===== config.mk =====
export PLATFORM = sky130hd
export DESIGN_NAME = bits_gather
export DESIGN_NICKNAME = d
export VERILOG_FILES = /design/src/rtl/psk_pkg.sv /design/src/rtl/sym_fifo2.sv /design/src/rtl/bits_gather.sv
export SDC_FILE = /design/constraint.sdc
export NUM_CORES = 1
export LEC_CHECK = 0
export CAP_MARGIN = 0
export CORE_MARGIN = 8
export CORE_UTILIZATION = 45
export CTS_BUF_LIST = sky130_fd_sc_hd__clkbuf_4 sky130_fd_sc_hd__clkbuf_8
export DETAILED_ROUTE_END_ITERATION = 6
export PLACE_DENSITY_LB_ADDON = 0.12
export SLEW_MARGIN = 20
export SYNTH_ARGS = -nofsm -noshare
export SYNTH_HDL_FRONTEND = slang
export SYNTH_HIERARCHICAL = 1
export SYNTH_SLANG_ARGS = --single-unit
export TNS_END_PERCENT = 50

===== constraint.sdc =====
create_clock -name clk -period 2.6 [get_ports clk]
set_input_delay 0.52 -clock clk [delete_from_list [all_inputs] [get_ports clk]]
set_output_delay 0.52 -clock clk [all_outputs]
set_load 0.02 [all_outputs]

===== src/rtl/psk_pkg.sv =====
// Shared types for the PSK bit-gathering path: assembler state encoding and
// the rule that sizes the per-symbol bit counter.
package psk_pkg;

  typedef enum logic {
    IDLE    = 1'b0,
    COLLECT = 1'b1
  } asm_state_t;

  // Bits needed to index a position within an n-bit symbol.
  function automatic int cnt_width(input int n);
    return $clog2(n);
  endfunction

endpackage


===== src/rtl/sym_fifo2.sv =====
// Two-entry symbol buffer between the bit assembler and the downstream consumer.
// A push into a full buffer is accepted only when a pop happens on the same edge.
module sym_fifo2 #(
  parameter int M = 8
) (
  input  logic         clk,
  input  logic         rst_n,
  input  logic         push,
  input  logic         pop,
  input  logic [M-1:0] din,
  output logic [M-1:0] dout,
  output logic         empty,
  output logic         full
);

  logic [1:0]   count;
  logic [M-1:0] e0;
  logic [M-1:0] e1;
  logic         do_pop;
  logic         do_push;

  assign empty   = (count == 2'd0);
  assign full    = (count == 2'd2);
  assign do_pop  = pop & ~empty;
  assign do_push = push & (~full | do_pop);
  assign dout    = empty ? '0 : e0;

  always_ff @(posedge clk or negedge rst_n) begin
    if (!rst_n) begin
      count <= 2'd0;
    end else begin
      case ({do_push, do_pop})
        2'b10:   count <= count + 2'd1;
        2'b01:   count <= count - 2'd1;
        default: count <= count;
      endcase
    end
  end

  // Storage is qualified by count, so it needs no reset; e0 is always the head.
  always_ff @(posedge clk) begin
    if (do_push && (count == 2'd0 || (count == 2'd1 && do_pop)))
      e0 <= din;
    else if (do_pop)
      e0 <= e1;
    if (do_push && (count == 2'd2 || (count == 2'd1 && !do_pop)))
      e1 <= din;
  end

endmodule


===== src/rtl/bits_gather.sv =====
// Gathers serial bits LSB-first into N-bit symbols (or one bit per symbol in
// BPSK bypass) and queues them in a 2-entry buffer for the downstream stage.
module bits_gather
  import psk_pkg::*;
#(
  parameter int N                = 2,
  parameter int M                = 8,
  parameter int BYPASS_SELECTION = 1
) (
  input  logic         clk,
  input  logic         rst_n,
  input  logic         bypass,
  input  logic         bit_in,
  input  logic         bit_valid,
  input  logic         sym_start,
  input  logic         sym_ready,
  output logic [M-1:0] sym_out,
  output logic         sym_valid,
  output logic         frame_err,
  output logic         overflow
);

  localparam int CNT_W = cnt_width(N);

  asm_state_t       state;
  logic [CNT_W-1:0] cnt;
  logic [N-1:0]     part;
  logic [N-1:0]     merged;
  logic             push;
  logic [M-1:0]     push_data;
  logic             ferr_next;
  logic             pop;
  logic             full;
  logic             empty;
  logic             last_bit;

  assign last_bit  = (cnt == CNT_W'(N - 1));
  assign sym_valid = ~empty;
  assign pop       = sym_valid & sym_ready;

  always_comb begin
    merged    = part | (N'(bit_in) << cnt);
    push      = 1'b0;
    push_data = '0;
    ferr_next = 1'b0;
    if (bypass) begin
      push      = bit_valid;
      push_data = M'(bit_in) << BYPASS_SELECTION;
    end else if (bit_valid && state == COLLECT) begin
      if (sym_start) begin
        ferr_next = 1'b1;
      end else if (last_bit) begin
        push      = 1'b1;
        push_data = M'(merged);
      end
    end
  end

  always_ff @(posedge clk or negedge rst_n) begin
    if (!rst_n) begin
      state     <= IDLE;
      cnt       <= '0;
      part      <= '0;
      frame_err <= 1'b0;
      overflow  <= 1'b0;
    end else begin
      frame_err <= ferr_next;
      overflow  <= push & full & ~pop;
      // Bypass owns the datapath; any half-built symbol is silently dropped.
      if (bypass) begin
        state <= IDLE;
        cnt   <= '0;
        part  <= '0;
      end else if (bit_valid) begin
        case (state)
          IDLE: begin
            if (sym_start) begin
              part  <= N'(bit_in);
              cnt   <= CNT_W'(1);
              state <= COLLECT;
            end
          end
          COLLECT: begin
            if (sym_start) begin
              part <= N'(bit_in);
              cnt  <= CNT_W'(1);
            end else if (last_bit) begin
              part  <= '0;
              cnt   <= '0;
              state <= IDLE;
            end else begin
              part <= merged;
              cnt  <= cnt + 1'b1;
            end
          end
          default: state <= IDLE;
        endcase
      end
    end
  end

  sym_fifo2 #(
    .M(M)
  ) u_fifo (
    .clk  (clk),
    .rst_n(rst_n),
    .push (push),
    .pop  (pop),
    .din  (push_data),
    .dout (sym_out),
    .empty(empty),
    .full (full)
  );

endmodule


==> results of run 1 <==
## metal layers
| metal | part of all wire [%] | vias up | GRT usage [%] | wire [µm] |
|---|---|---|---|---|
| met5 | 0 | - | 0 | 0 |
| met4 | 0.48 | 0 | 3.836 | 10 |
| met3 | 4.1 | 2 | 1.616 | 85 |
| met2 | 47 | 11 | 15.45 | 981 |
| met1 | 48 | 357 | 12.79 | 1000 |
| li1 | - | 383 | - | - |
## kinds of logic (layout without fill, tap and decap cells)
logic type / Yosys count / in the layout / share of synthesized area, %
other cells: 1 / 12 / 0.3006
compound gates: 16 / 16 / 11.13
simple gates: 27 / 27 / 14.84
flops: 24 / 24 / 54.56
xor+xnor: 1 / 1 / 0.7022
buf+inv: 9 / 32 / 4.011
mux: 9 / 9 / 10.43
fa+ha+maj: 4 / 4 / 4.012
## cells in the final DEF, fill, tap and decap left out, drive strengths merged
cell type,instances
o21ai,2
a21oi,1
dlymetal6s2s,6
and4b,1
a21bo,2
ha,4
a211oi,3
inv,5
a22oi,1
or2b,1
clkdlybuf4s50,9
nand2,5
clkbuf,3
nor4,1
nor3b,2
nor2b,14
dlygate4sd2,2
nand3b,2
edfxtp,16
mux2,8
a21o,2
bufinv,1
nor4bb,1
conb,12
o221a,1
a21boi,2
o211ai,1
dfrtp,8
buf,6
xnor2,1
mux2i,1
o22a,1
## cell type report
type | count | area (µm²)
Fill cell | 231 | 1110
Sequential cell | 24 | 680.7
Multi-Input combinational cell | 69 | 558.0
Timing Repair Buffer | 23 | 227.7
Tap cell | 31 | 38.79
Clock inverter | 1 | 30.03
Clock buffer | 3 | 22.52
Inverter | 5 | 18.77
## flip-flops by register name, indices dropped and copies added (netlist names)
name / flops
u_fifo/e0: 8
u_fifo/e1: 8
part: 2
u_fifo/count: 2
cnt: 1
frame_err: 1
overflow: 1
state: 1
## worst min path at each step
stage | startpoint | to | slack, ns
finish | rst_n | cnt$_DFFE_PN0P_ | 0.48
global route | rst_n | cnt$_DFFE_PN0P_ | 0.50
CTS | rst_n | state$_DFFE_PN0P_ | 0.47
detailed placement | u_fifo/e1[0]$_DFFE_PP_ | u_fifo/e0[0]$_DFFE_PP_ | 0.55
global placement | u_fifo/e1[0]$_DFFE_PP_ | u_fifo/e0[0]$_DFFE_PP_ | 0.54
floorplan | rst_n | cnt$_DFFE_PN0P_ | 0.22
## critical path, stage by stage (launching register included)
cell and delay [ns]:
dfrtp_1 0.41, inv_1 0.15, ha_1 0.32, inv_1 0.06
clkdlybuf4s50_1 0.54
## where the power goes
| part | internal, mW | switching [mW] |
|---|---|---|
| Sequential | 0.501 | 0.0255 |
| Clock | 0.156 | 0.106 |
| Combinational | 0.271 | 0.315 |
| Total | 0.928 | 0.447 |
## repair_timing
action | in CTS | in global routing
setup buffers | 0 | 0
setup endpoints to repair | 2 | 6
hold buffers | 0 | 0
pin swaps | 0 | 0
gates resized for setup | 2 | 6
==> flow_summary.yaml, run 1 <==
clocking:
  cts_buffer_depth: 2
  cts_tree: "yes"
  htreeDepth: 1
  cts.reportedPaths.clkPinSlew_ns: 0.12
  root_buffer: "clkbuf_4"
  numClockSinks: 24
  worstSkewPairLatency_ns: 0.30
  cts_buffers: 3
die:
  core_mm2: 0.002686
  die_area_mm2: 0.004713
  io_pins: 18
  die_h_um: 68.65
  dieWidth_um: 68.65
  start_util_pct: 46.44
  rows: 19
finish:
  areaGrowthSynthToFinish_pct: 26.38
  final_net_count: 137
  design_area_mm2: 0.001577
  diodes: 0
  stdcell_count: 156
  drive_above_1_share_pct: 18.40
  fin_util_pct: 58.69
yosys:
  yosysTopAreaCell: "edfxtp_1"
  synth_seq_cells: 24
  synth_top_area_share_pct: 38.52
  ys_async_sr_fraction_pct: 33.33
  synth.area.top_cells: "edfxtp_1, dfrtp_1, mux2_4"
  synth-edff-count: 16
  synth.most_common_cell: "edfxtp_1"
  netlist_top_cells_count: "edfxtp_1, nor2b_1, dfrtp_1, mux2_4"
  syn_avg_cell_area_um2: 13.71
  synth_cells: 91
  synth.distinct_cells: 31
  synth_flop_cell: "edfxtp_1"
  yosysWarnings: 6
  synth-seq-area-share_pct: 54.56
  syn_area_mm2: 0.001247
setup_path:
  end_kind: "output pin"
  cp_max_fo: 6
  r2r_start: "u_fifo/count[0]$_DFFE_PN0P_"
  start_kind: "register"
  timing.rr.end: "u_fifo/e0[6]$_DFFE_PP_"
  startpoint: "u_fifo/count[0]$_DFFE_PN0P_"
  worst-setup-path-type: "reg2out"
  r2r_cells: 6
  cp.required_ns: 2.08
  arrival_ns: 1.78
  endpoint: "sym_valid"
  ff2ff_setup_slack_ns: 0.39
power:
  vdd_drop_max_mv: 0.5401
  p_leak_nw: 0.7409
  finalPower_mw: 1.374
  power.density_mw_per_mm2: 871.8
sta:
  slew_viol_final: 0
  rsz0062_at_grt: "false"
  fmaxAchievable_mhz: 434.8
  fin_setup_tns_ns: 0
  fin_hold_ws_ns: 0.4783
  period_share_pct: 88.47
  finalSetupViolCount: 0
  worst_slack_ns: 0.2999
  fin_skew_ns: 0.0006254
  hold_viol_final: 0
  finalCriticalPeriod_ns: 2.300
placed_design:
  dp_slack_ns: 0.2071
  dp.cells: 152
  gp_congestion: 0.7828
  placed_area_mm2: 0.001511
  dp_hpwl_um: 1673
  io_buffers: 17
grt:
  grt_pass1_wl_um: 3463
  overflow: 0
  grt_max_degree: 15
  grt_pass1_vias: 761
  grt_antenna_before_repair: 0
  track_usage_pct: 9.688
run_status:
  status: "finished clean"
route:
  drc_errors: 0
  num_vias: 753
  final_antenna_net_count: 0
  drtIter0Drc: 35
  vias_per_cell: 4.827
  wl_um: 2078
  post_drt_wl_per_cell_um: 13.32
  dr.pass1.iters: 4
hold_path:
  hold_path_class: "in2async"
flow_run:
  cap_violations: 0
(Power assumes the default switching activity.)
==> run 2, diff against run 1 <==
--- a/config.mk
+++ b/config.mk
@@ -10,6 +10,7 @@
 export CORE_UTILIZATION = 45
 export CTS_BUF_LIST = sky130_fd_sc_hd__clkbuf_4 sky130_fd_sc_hd__clkbuf_8
 export DETAILED_ROUTE_END_ITERATION = 6
+export MAX_ROUTING_LAYER = met4
 export PLACE_DENSITY_LB_ADDON = 0.12
 export SLEW_MARGIN = 20
 export SYNTH_ARGS = -nofsm -noshare
==> run 2 against run 1 <==
Sequential share of layout area did not move; flip-flop and latch count did not move; global-route usage rose by 0.29 points; maximum frequency fell by 0.14%; final cell count did not move; register-to-register slack barely moved; core utilization did not move; via count fell by 0.13%; setup slack got worse by 0.0033 ns; final area did not move; power rose by 0.15%; clock power barely moved; largest power group unchanged; highest routed layer unchanged.
==> flow_summary.yaml, run 2 (synthesis results as in run 1) <==
run_status:
  status: "finished clean"
route:
  vias_per_cell: 4.821
  wl_um: 2091
  post_drt_wl_per_cell_um: 13.40
  drc_errors: 0
  num_vias: 752
  final_antenna_net_count: 0
  dr.pass1.iters: 4
  drtIter0Drc: 45
clocking:
  numClockSinks: 24
  hold_buffers: 0
  cts_buffers: 3
  htreeDepth: 1
  cts_buffer_depth: 2
  worstSkewPairLatency_ns: 0.30
  post_cts_buffers: 0
  root_buffer: "clkbuf_4"
  cts_tree: "yes"
  cts.reportedPaths.clkPinSlew_ns: 0.12
die:
  start_util_pct: 46.44
  core_mm2: 0.002686
  die_h_um: 68.65
  rows: 19
  die_area_mm2: 0.004713
  io_pins: 18
  dieWidth_um: 68.65
grt:
  grt_pass1_vias: 759
  grt_antenna_before_repair: 0
  overflow: 0
  track_usage_pct: 9.983
  grt_pass1_wl_um: 3456
  grt_max_degree: 15
sta:
  fmaxAchievable_mhz: 434.1
  rsz0062_at_grt: "false"
  fin_setup_tns_ns: 0
  slew_viol_final: 0
  finalSetupViolCount: 0
  period_share_pct: 88.59
  finalCriticalPeriod_ns: 2.303
  fin_hold_ws_ns: 0.4799
  fin_skew_ns: 0.002352
  hold_viol_final: 0
placed_design:
  dp_hpwl_um: 1673
  io_buffers: 17
  gp_congestion: 0.7936
finish:
  fillers: 231
  areaGrowthSynthToFinish_pct: 26.38
  layout_commonest_cell: "edfxtp_1"
  top_regs: "u_fifo/e0 x8, u_fifo/e1 x8"
  diodes: 0
  final_net_count: 137
  drive_above_1_share_pct: 18.40
  fin_util_pct: 58.69
  mostFrequentLayoutCells: "edfxtp_1, nor2b_1, conb_1"
power:
  switching_share_pct: 32.57
  p_leak_nw: 0.7409
  p_seq_share_pct: 38.2
  power.density_mw_per_mm2: 873.1
  p_sw_mw: 0.4483
  internal_power_mw: 0.9281
  p_comb_share_pct: 42.8
  vdd_drop_max_mv: 0.5401
  power.share.clock_pct: 18.9
flow_run:
  cap_violations: 0
setup_path:
  startpoint: "u_fifo/count[0]$_DFFE_PN0P_"
  endpoint: "sym_valid"
  r2r_start: "u_fifo/count[0]$_DFFE_PN0P_"
  ff2ff_setup_slack_ns: 0.39
  end_kind: "output pin"
  timing.rr.end: "u_fifo/e0[6]$_DFFE_PP_"
  cp.required_ns: 2.08
  r2r_cells: 6
  start_kind: "register"
  worst-setup-path-type: "reg2out"
  arrival_ns: 1.78
  cp_max_fo: 6
hold_path:
  hold_path_class: "in2async"
## run 2: cell counts in the layout (fill, tap and decap cells not counted)
Identical to the previous run, type by type.
## run 2: through the flow
stage               power (mW)  setup WS, ns  area, µm²  instances
global placement         1.135        0.2273       1511        152
finish                   1.376        0.2966       1577        156
floorplan               0.9248        0.5257       1289        102
CTS                      1.405       0.02221       1562        156
detailed placement       1.151        0.2071       1511        152
global route             1.458        0.1733       1577        156
## run 2: how the worst min path moves through the flow
stage,start,cells after the start,slack (ns),to
6_report,rst_n,1,0.48,cnt$_DFFE_PN0P_
3_3_place_gp,u_fifo/e1[0]$_DFFE_PP_,1,0.54,u_fifo/e0[0]$_DFFE_PP_
3_5_place_dp,u_fifo/e1[0]$_DFFE_PP_,1,0.55,u_fifo/e0[0]$_DFFE_PP_
2_1_floorplan,rst_n,0,0.22,cnt$_DFFE_PN0P_
4_1_cts,rst_n,1,0.47,state$_DFFE_PN0P_
5_1_grt,rst_n,1,0.50,cnt$_DFFE_PN0P_
## run 2: layer usage
metal / global-route usage [%] / wire [µm]
met1: 12.89 / 1002
met2: 15.45 / 1002
met3: 1.454 / 80
met4: 3.836 / 5
met5: - / 0
## run 2: repair_timing
item / CTS / global route
endpoints found under the setup margin: 2 / 6
endpoints found under the hold margin: 0 / 0
resized for setup: 2 / 6
## run 2: power groups by stage
| stage | clock network (mW) | registers, mW | logic, mW |
|---|---|---|---|
| after CTS | 0.271 | 0.526 | 0.609 |
| after floorplan | 0 | 0.530 | 0.395 |
| final | 0.261 | 0.526 | 0.589 |
| after global placement | 0 | 0.532 | 0.603 |
| after global routing | 0.280 | 0.536 | 0.643 |
| after detailed placement | 0 | 0.535 | 0.616 |
## run 2: critical path: stages, from the launching register on
cell             delay (ns)
dfrtp_1                0.41
inv_1                  0.15
ha_1                   0.32
inv_1                  0.06
clkdlybuf4s50_1        0.54
## run 2: cell type report
class / count / area [µm²] / area share [%]
Clock buffer: 3 / 22.52 / 1.429
Clock inverter: 1 / 30.03 / 1.905
Inverter: 5 / 18.77 / 1.190
Multi-Input combinational cell: 69 / 558.0 / 35.40
Sequential cell: 24 / 680.7 / 43.17
Tap cell: 31 / 38.79 / 2.460
Timing Repair Buffer: 23 / 227.7 / 14.44
==> run 3, diff against run 2 <==
--- a/config.mk
+++ b/config.mk
@@ -7,7 +7,7 @@
 export LEC_CHECK = 0
 export CAP_MARGIN = 0
 export CORE_MARGIN = 8
-export CORE_UTILIZATION = 45
+export CORE_UTILIZATION = 35
 export CTS_BUF_LIST = sky130_fd_sc_hd__clkbuf_4 sky130_fd_sc_hd__clkbuf_8
 export DETAILED_ROUTE_END_ITERATION = 6
 export MAX_ROUTING_LAYER = met4
==> run 3 against run 2 <==
Routed wire length is 2.6% lower; setup slack worse by 0.16 ns; non-clock buffer count stayed put; register-to-register slack better by 0.10 ns; flip-flop and latch count stayed put; clock skew hardly changed; final cell count is 9.6% higher; first-iteration DRC count is 40% lower; power is 0.54% higher; combinational power is 0.8% higher; worst hold slack better by 0.0062 ns; clock-buffer cell count stayed put; critical endpoint is now sym_out[4]; largest power group unchanged.
==> flow_summary.yaml, run 3 (synthesis results as in run 1) <==
finish:
  mostFrequentLayoutCells: "edfxtp_1, clkdlybuf4s50_1, nor2b_1"
  layout_commonest_cell: "edfxtp_1"
  areaGrowthSynthToFinish_pct: 27.28
  final_net_count: 137
  drive_above_1_share_pct: 18.40
  top_regs: "u_fifo/e0 x8, u_fifo/e1 x8"
  diodes: 0
  stdcell_count: 171
grt:
  grt_antenna_before_repair: 0
  grt_pass1_vias: 779
  grt_pass1_wl_um: 3622
  track_usage_pct: 8.617
  overflow: 0
  grt_max_degree: 15
setup_path:
  endpoint: "sym_out[4]"
  worst-setup-path-type: "reg2out"
  startpoint: "u_fifo/count[0]$_DFFE_PN0P_"
  arrival_ns: 1.94
  ff2ff_setup_slack_ns: 0.49
  cp_max_fo: 10
  r2r_cells: 6
  cp.required_ns: 2.08
  r2r_start: "u_fifo/count[0]$_DFFE_PN0P_"
  start_kind: "register"
  timing.rr.end: "u_fifo/e0[1]$_DFFE_PP_"
  end_kind: "output pin"
sta:
  hold_viol_final: 0
  finalSetupViolCount: 0
  fmaxAchievable_mhz: 406.2
  fin_skew_ns: 0.001921
  finalCriticalPeriod_ns: 2.462
  period_share_pct: 94.69
  fin_setup_tns_ns: 0
  slew_viol_final: 0
  rsz0062_at_grt: "false"
route:
  vias_per_cell: 4.415
  dr.pass1.iters: 4
  drc_errors: 0
  post_drt_wl_per_cell_um: 11.91
  drtIter0Drc: 27
  num_vias: 755
  final_antenna_net_count: 0
  wl_um: 2036
clocking:
  post_cts_resized: 0
  root_buffer: "clkbuf_4"
  htreeDepth: 1
  cts_buffer_depth: 2
  hold_buffers: 0
  cts_buffers: 3
  cts_tree: "yes"
  cts.reportedPaths.clkPinSlew_ns: 0.13
  numClockSinks: 24
  worstSkewPairLatency_ns: 0.31
  post_cts_buffers: 0
power:
  switching_share_pct: 32.00
  power.share.clock_pct: 19.1
  internal_power_mw: 0.9411
  p_sw_mw: 0.4428
  p_seq_share_pct: 37.9
  p_leak_nw: 0.6899
  vdd_drop_max_mv: 0.2628
  power.density_mw_per_mm2: 871.6
  finalPower_mw: 1.384
  p_comb_share_pct: 42.9
die:
  rows: 21
  die_area_mm2: 0.005730
  dieWidth_um: 75.70
  core_mm2: 0.003390
  start_util_pct: 36.80
  io_pins: 18
  die_h_um: 75.70
placed_design:
  dp.cells: 167
  io_buffers: 17
  dp_hpwl_um: 1574
  gp_congestion: 0.7902
run_status:
  status: "finished clean"
flow_run:
  cap_violations: 0
hold_path:
  hold_path_class: "in2async"
==> run 3: changes by cell type in the layout (fill, tap and decap cells not counted), sizes merged <==
cell	before	now
clkdlybuf4s50	9	15
dlymetal6s2s	6	2
dlygate4sd2	2	0
==> run 3: worst min path at each step <==
stage                     slack [ns]  depth (start not counted)                    from                      to
after floorplan                 0.22                          0                   rst_n         cnt$_DFFE_PN0P_
after global placement          0.54                          1  u_fifo/e1[3]$_DFFE_PP_  u_fifo/e0[3]$_DFFE_PP_
after detailed placement        0.54                          1  u_fifo/e1[0]$_DFFE_PP_  u_fifo/e0[0]$_DFFE_PP_
after CTS                       0.48                          1                   rst_n       state$_DFFE_PN0P_
after global routing            0.51                          1                   rst_n       state$_DFFE_PN0P_
final                           0.49                          1                   rst_n         cnt$_DFFE_PN0P_
==> run 3: final cells by class <==
| type | count | area (µm²) |
|---|---|---|
| Sequential cell | 24 | 680.7 |
| Clock inverter | 1 | 30.03 |
| Timing Repair Buffer | 23 | 220.2 |
| Multi-Input combinational cell | 69 | 558.0 |
| Tap cell | 46 | 57.56 |
| Fill cell | 313 | 1802 |
| Inverter | 5 | 18.77 |
| Clock buffer | 3 | 22.52 |
==> run 3: per-stage QoR <==
| step | util (%) | instance area [µm²] | setup WS, ns | hold slack, ns |
|---|---|---|---|---|
| finish | 46.84 | 1588 | 0.1380 | 0.4861 |
| global route | 46.84 | 1588 | 0.0002558 | 0.5086 |
| CTS | 46.70 | 1583 | 0.08009 | 0.4803 |
| detailed placement | 45.15 | 1530 | 0.1777 | 0.5369 |
| global placement | 45.15 | 1530 | 0.1898 | 0.5359 |
| floorplan | - | 1289 | 0.5257 | 0.2244 |
==> run 3: per-layer routing <==
layer  track usage [%]  vias to the layer above  wire, µm
met4             5.117                        0        15
met1             10.71                      361       976
met2             12.56                        9       949
met5                 -                        -         0
li1                  -                      383         -
met3             1.842                        2        95
==> run 3: worst max-delay path, cell delays in order (launching register included) <==
cell and delay, ns:
dfrtp_1 0.38, inv_1 0.09, ha_1 0.25, buf_4 0.19, nor2b_1 0.11, clkdlybuf4s50_1 0.62
==> run 3: power groups by stage <==
| stage | clock [mW] | sequential (mW) | combinational (mW) |
|---|---|---|---|
| after global placement | 0 | 0.533 | 0.605 |
| final | 0.264 | 0.525 | 0.594 |
| after CTS | 0.279 | 0.526 | 0.609 |
| after floorplan | 0 | 0.530 | 0.395 |
| after global routing | 0.291 | 0.536 | 0.655 |
| after detailed placement | 0 | 0.535 | 0.604 |
